<file path="src/rtl/hilo_mdu_ctrl_pkg.sv">
// Shared encodings and constants for the HI/LO multiply/divide sequencer.
package hilo_mdu_ctrl_pkg;

  typedef enum logic [1:0] {
    MDU_MULT  = 2'd0,
    MDU_MULTU = 2'd1,
    MDU_DIV   = 2'd2,
    MDU_DIVU  = 2'd3
  } mdu_op_e;

  typedef enum logic [1:0] {
    IDLE = 2'd0,
    BUSY = 2'd1,
    DONE = 2'd2
  } mdu_state_e;

  localparam logic [31:0] DIV0_QUOT = 32'hFFFF_FFFF;

  function automatic logic is_div(input mdu_op_e o);
    return (o == MDU_DIV) || (o == MDU_DIVU);
  endfunction

endpackage

</file>
<file path="src/rtl/hilo_div_iter.sv">
// Radix-2 restoring divider on unsigned magnitudes, one iteration per step.
// The *_nxt_o outputs show the result of the iteration taken on this cycle's step.
module hilo_div_iter (
  input  logic        clk,
  input  logic        load_i,
  input  logic        step_i,
  input  logic [31:0] dividend_i,
  input  logic [31:0] divisor_i,
  output logic [31:0] quo_nxt_o,
  output logic [31:0] rem_nxt_o
);

  logic [31:0] rem_q, quo_q, dvs_q;
  logic [32:0] shifted;
  logic [33:0] diff;
  logic        borrow;

  always_comb begin
    shifted   = {rem_q, quo_q[31]};
    diff      = {1'b0, shifted} - {2'b00, dvs_q};
    borrow    = diff[33];
    quo_nxt_o = {quo_q[30:0], ~borrow};
    // Partial remainder stays below the divisor, so 32 bits always suffice.
    rem_nxt_o = borrow ? shifted[31:0] : diff[31:0];
  end

  always_ff @(posedge clk) begin
    if (load_i) begin
      rem_q <= '0;
      quo_q <= dividend_i;
      dvs_q <= divisor_i;
    end else if (step_i) begin
      rem_q <= rem_nxt_o;
      quo_q <= quo_nxt_o;
    end
  end

endmodule

</file>
<file path="src/rtl/hilo_mdu_ctrl.sv">
// Multi-cycle MULT/MULTU/DIV/DIVU sequencer issuing one HI/LO write per operation.
// Define HILO_MDU_EARLY_DIV0_EN to complete divide-by-zero in one cycle.
module hilo_mdu_ctrl
  import hilo_mdu_ctrl_pkg::*;
#(
  parameter int unsigned MUL_LAT  = 2,
  parameter int unsigned DIV_ITER = 32
) (
  input  logic        clk,
  input  logic        rst,
  input  logic        start,
  input  logic [1:0]  op,
  input  logic [31:0] src_a,
  input  logic [31:0] src_b,
  input  logic        flush,
  output logic        stall,
  output logic        done,
  output logic        hilo_we,
  output logic [31:0] hi_wdata,
  output logic [31:0] lo_wdata
);

  mdu_state_e  state_q;
  mdu_op_e     op_q, op_in;
  logic [5:0]  cnt_q;
  logic [31:0] a_q, b_q, hi_q, lo_q;
  logic        done_q;

  logic        accept, div_signed_in;
  logic [31:0] dvd_mag, dvs_mag, quo_nxt, rem_nxt;
  logic [63:0] a_ext, b_ext, prod;
  logic [31:0] res_hi_d, res_lo_d;

  assign op_in         = mdu_op_e'(op);
  assign accept        = start & ~flush & (state_q == IDLE);
  assign div_signed_in = (op_in == MDU_DIV);
  assign dvd_mag       = (div_signed_in && src_a[31]) ? -src_a : src_a;
  assign dvs_mag       = (div_signed_in && src_b[31]) ? -src_b : src_b;

  hilo_div_iter u_div (
    .clk        (clk),
    .load_i     (accept),
    .step_i     (state_q == BUSY),
    .dividend_i (dvd_mag),
    .divisor_i  (dvs_mag),
    .quo_nxt_o  (quo_nxt),
    .rem_nxt_o  (rem_nxt)
  );

  always_comb begin
    a_ext = (op_q == MDU_MULT) ? {{32{a_q[31]}}, a_q} : {32'b0, a_q};
    b_ext = (op_q == MDU_MULT) ? {{32{b_q[31]}}, b_q} : {32'b0, b_q};
    prod  = a_ext * b_ext;
    if (!is_div(op_q)) begin
      res_hi_d = prod[63:32];
      res_lo_d = prod[31:0];
    end else if (b_q == '0) begin
      res_hi_d = a_q;
      res_lo_d = DIV0_QUOT;
    end else begin
      res_lo_d = ((op_q == MDU_DIV) && (a_q[31] ^ b_q[31])) ? -quo_nxt : quo_nxt;
      res_hi_d = ((op_q == MDU_DIV) && a_q[31]) ? -rem_nxt : rem_nxt;
    end
  end

  always_ff @(posedge clk) begin
    if (rst) begin
      state_q <= IDLE;
      cnt_q   <= '0;
      done_q  <= 1'b0;
      hi_q    <= '0;
      lo_q    <= '0;
      op_q    <= MDU_MULT;
      a_q     <= '0;
      b_q     <= '0;
    end else if (flush) begin
      state_q <= IDLE;
      cnt_q   <= '0;
      done_q  <= 1'b0;
    end else begin
      case (state_q)
        IDLE: begin
          done_q <= 1'b0;
          if (start) begin
            op_q <= op_in;
            a_q  <= src_a;
            b_q  <= src_b;
`ifdef HILO_MDU_EARLY_DIV0_EN
            if (is_div(op_in) && (src_b == '0)) begin
              state_q <= DONE;
              done_q  <= 1'b1;
              hi_q    <= src_a;
              lo_q    <= DIV0_QUOT;
            end else begin
              state_q <= BUSY;
              cnt_q   <= is_div(op_in) ? 6'(DIV_ITER) : 6'(MUL_LAT);
            end
`else
            state_q <= BUSY;
            cnt_q   <= is_div(op_in) ? 6'(DIV_ITER) : 6'(MUL_LAT);
`endif
          end
        end
        BUSY: begin
          cnt_q <= cnt_q - 6'd1;
          if (cnt_q == 6'd1) begin
            state_q <= DONE;
            done_q  <= 1'b1;
            hi_q    <= res_hi_d;
            lo_q    <= res_lo_d;
          end
        end
        DONE: begin
          state_q <= IDLE;
          done_q  <= 1'b0;
        end
        default: begin
          state_q <= IDLE;
          done_q  <= 1'b0;
        end
      endcase
    end
  end

  // A flush arriving during DONE must still cancel the write already registered.
  assign done     = done_q & ~flush;
  assign hilo_we  = done;
  assign stall    = accept | (state_q == BUSY);
  assign hi_wdata = hi_q;
  assign lo_wdata = lo_q;

endmodule

</file>
<file path="config.mk">
export PLATFORM = sky130hd
export DESIGN_NAME = hilo_mdu_ctrl
export DESIGN_NICKNAME = d
export VERILOG_FILES = /design/src/rtl/hilo_mdu_ctrl_pkg.sv /design/src/rtl/hilo_div_iter.sv /design/src/rtl/hilo_mdu_ctrl.sv
export SDC_FILE = /design/constraint.sdc
export NUM_CORES = 2
export LEC_CHECK = 0
export CAP_MARGIN = 20
export CORE_MARGIN = 2
export CORE_UTILIZATION = 65
export DETAILED_ROUTE_END_ITERATION = 10
export GPL_TIMING_DRIVEN = 0
export PLACE_DENSITY = 0.83
export RECOVER_POWER = 50
export SKIP_CTS_REPAIR_TIMING = 1
export SYNTH_ARGS = -nofsm -noshare
export SYNTH_HDL_FRONTEND = slang
export SYNTH_SLANG_ARGS = --single-unit
</file>
<file path="constraint.sdc">
create_clock -name clk -period 15.6 [get_ports clk]
set_clock_uncertainty 0.2 [all_clocks]
set_input_delay 3.12 -clock clk [delete_from_list [all_inputs] [get_ports clk]]
set_output_delay 3.12 -clock clk [all_outputs]
set_load 0.02 [all_outputs]
</file>
==> results.tsv <==
stage	metric	value	unit
routing	via_per_inst	6.36	
yosys	synth_edf_count	64	
clock_tree	cts_made_buffers	21	
yosys	synth_async_sr_flop_share	0	%
timing	tns	0	ns
timing	hold_ws	0.257	ns
global_routing	grt_pass1_wl	365000	um
cells_and_area	nets	8851	
power_and_ir_drop	switchingPower	1.16	mW
timing	hold_viol	0	
floorplanning	coreArea	93600	sq um
routing	routedWlPerCell	30.4	um
cells_and_area	final_util	70.3	%
routing	vias	52841	
global_routing	grt_pass1_vias	54758	
timing	rsz0062_at_grt	false	
placed_design	placedCellCount	8231	
yosys	synthFlopType	dfxtp_1	
status	violations	capacitance limit, slew limit	
floorplanning	ioPinCount	137	
yosys	ys_ff_latch	235	
cells_and_area	areaGrowthSynthToFinish	6.85	%
power_and_ir_drop	sw_frac_of_total	46.1	%
cells_and_area	multi_input_area	48900	sq um
timing	fmax	77.1	MHz
global_routing	grt_max_degree	33	
power_and_ir_drop	pwr-share-comb	49.6	%
cells_and_area	layout_commonest_cell	inv_1	
critical_path	cp.arrival	13.15	ns
timing	min_period_over_period	83.1	%
power_and_ir_drop	powerDensity	38.3	nW/um^2
power_and_ir_drop	power.clock.fraction	23.2	%
yosys	ys_types	91	
power_and_ir_drop	ir_drop	0.0000752	V
routing	drt-total-wl	252000	um
clock_tree	clk_pin_slew	0.07	ns
timing	maxSlewViolCount	33	
floorplanning	rows	112	
global_routing	antenna_found_initial	21	
clock_tree	clock_path_buffers	3	
power_and_ir_drop	cellInternalPower	1.36	mW
global_routing	grt_usage	52.9	%
critical_path	critical_path.max_fanout	10	
critical_path	cp-start-kind	flop	
power_and_ir_drop	seqPwrFrac	27.2	%
routing	detail-route-antenna-nets	0	
critical_path	critical_path_required	15.79	ns
timing	setup_violations	0	
clock_tree	clk_latency	0.56	ns
critical_path	max_stage_delay	0.91	ns
cells_and_area	finalNonFillerCells	8312	
clock_tree	cts_root_buffer	clkbuf_16	
cells_and_area	seqCellArea	5350	sq um
power_and_ir_drop	power.leakage	32.8	nW
critical_path	critPathSlowestCell	a2111oi_0	
status	outcome	finished, violations left	
critical_path	cp-end-kind	flop	
run	max_cap_violations	1	
clock_tree	cts_tree	done	
global_routing	overflow	0	
clock_tree	htree_levels	1	
yosys	netlist_instances	6824	
critical_path	worstSetupPathType	reg -> reg	
cells_and_area	drive_gt1_share	1.59	%
placed_design	portBuffers	135	
yosys	synth.avg_cell_area	9.02	sq um
timing	slew_headroom	-41.6	%
placed_design	dp_hpwl	208000	um
clock_tree	clock-sinks	235	
worst_hold_path	hp-class	reg -> reg	
routing	drtIter0Drc	7403	
critical_path	crit_path_frequent_cell	fa_1	
floorplanning	die_y	312	um
floorplanning	die_x	312	um
routing	first_pass_iters	7	
yosys	yosysSeqAreaShare	8.68	%
floorplanning	die_area	97200	sq um
timing	tightest_slew	2.12	ns
yosys	synth.net_count	8661	
yosys	syn_area	61600	sq um
cells_and_area	mostFrequentLayoutCells	inv_1, fa_1, nand2_1	
yosys	ys_warn_count	0	
placed_design	gp_congestion	1.12	
floorplanning	start_util	65.8	%
timing	fin_crit	12.97	ns
cells_and_area	fill_cells	7283	
routing	drc_errors	0	
-- per-stage QoR --
step                      area (sq um)  setup WS [ns]  power [mW]
after global routing             65700           2.49        2.60
after global placement           64500           3.29        1.83
after detailed placement         64800           3.18        1.87
after floorplan                  61600           5.81        1.38
final                            65800           2.63        2.52
after CTS                        65600           3.14        2.44
-- critical path: cells and delay by family (launching register included) --
family	cells	cell delay, ns
buffers and inverters	8	2.07
adder cells (fa/ha/maj)	11	6.00
AND/OR/NAND/NOR	7	1.77
flip-flops	1	0.39
AO/OA/AOI/OAI	5	2.13
XOR/XNOR	1	0.20
-- cells by family after synthesis --
| group | share of synthesized area [%] |
|---|---|
| buffers and inverters | 12.0 |
| and+or+nand+nor | 14.3 |
| adders and majority gates | 53.3 |
| AOI/OAI and AO/OA | 7.62 |
| xor gates and xnor gates | 3.68 |
| DFF | 8.68 |
| muxes | 0.364 |
-- power by group through the flow --
stage / logic (mW) / registers, mW / clock network (mW)
after global placement: 1.14 / 0.695 / 0
after CTS: 1.18 / 0.682 / 0.575
after floorplan: 0.706 / 0.679 / 0
after detailed placement: 1.17 / 0.696 / 0
final: 1.25 / 0.686 / 0.585
after global routing: 1.31 / 0.685 / 0.597
-- layout make-up --
| type | count | share of cell area, % |
|---|---|---|
| well taps | 1254 | 2.38 |
| inverters | 1591 | 9.08 |
| clock buffers | 26 | 0.905 |
| clock inverters | 12 | 0.217 |
| multi-input cells | 4633 | 74.3 |
| diodes | 29 | 0.110 |
| flip-flops and latches | 235 | 8.12 |
| repair buffers | 167 | 2.79 |
| plain buffers | 365 | 2.15 |
-- final timing paths --
check / start / endpoint / slack, ns / cells after the start
worst min-delay path: lo_wdata[17] / lo_wdata[17] / 0.26 / 2
worst max register to register: op_q[0] / hi_wdata[23] / 2.63 / 32
worst min register to register: lo_wdata[17] / lo_wdata[17] / 0.26 / 2
worst max-delay path: op_q[0] / hi_wdata[23] / 2.63 / 32
-- per-layer routing --
metal | GRT usage [%] | up-vias | wire length [um]
met1 | 63.4 | 26135 | 82400
met2 | 74.9 | 4464 | 104000
met4 | 45.0 | 12 | 28700
met3 | 20.4 | 1389 | 36600
li1 | - | 20841 | -
met5 | 1.28 | - | 195
-- flip-flops by register name (all words and copies together), names as in the netlist, 2 cells and up --
| name | flops |
|---|---|
| b_q | 32 |
| cnt_q | 6 |
| a_q | 32 |
| u_div.quo_q | 32 |
| state_q | 2 |
| hi_wdata | 32 |
| u_div.rem_q | 32 |
| op_q | 2 |
| lo_wdata | 32 |
| u_div.dvs_q | 32 |
-- cell usage after synthesis (all sizes together), types with 37 or more instances --
cell	instances	area, sq um
xor2	89	780
dfxtp	171	3420
clkbuf	343	1310
a21oi	258	1290
nor2	170	638
fa	1424	28500
nand3	37	190
xnor2	170	1490
nor3	49	255
inv	1589	5960
edfxtp	64	1920
and2	518	3240
nand2	923	3470
a21o	52	392
ha	343	4290
o21ai	153	769
Power figures use the tool's default switching activity.
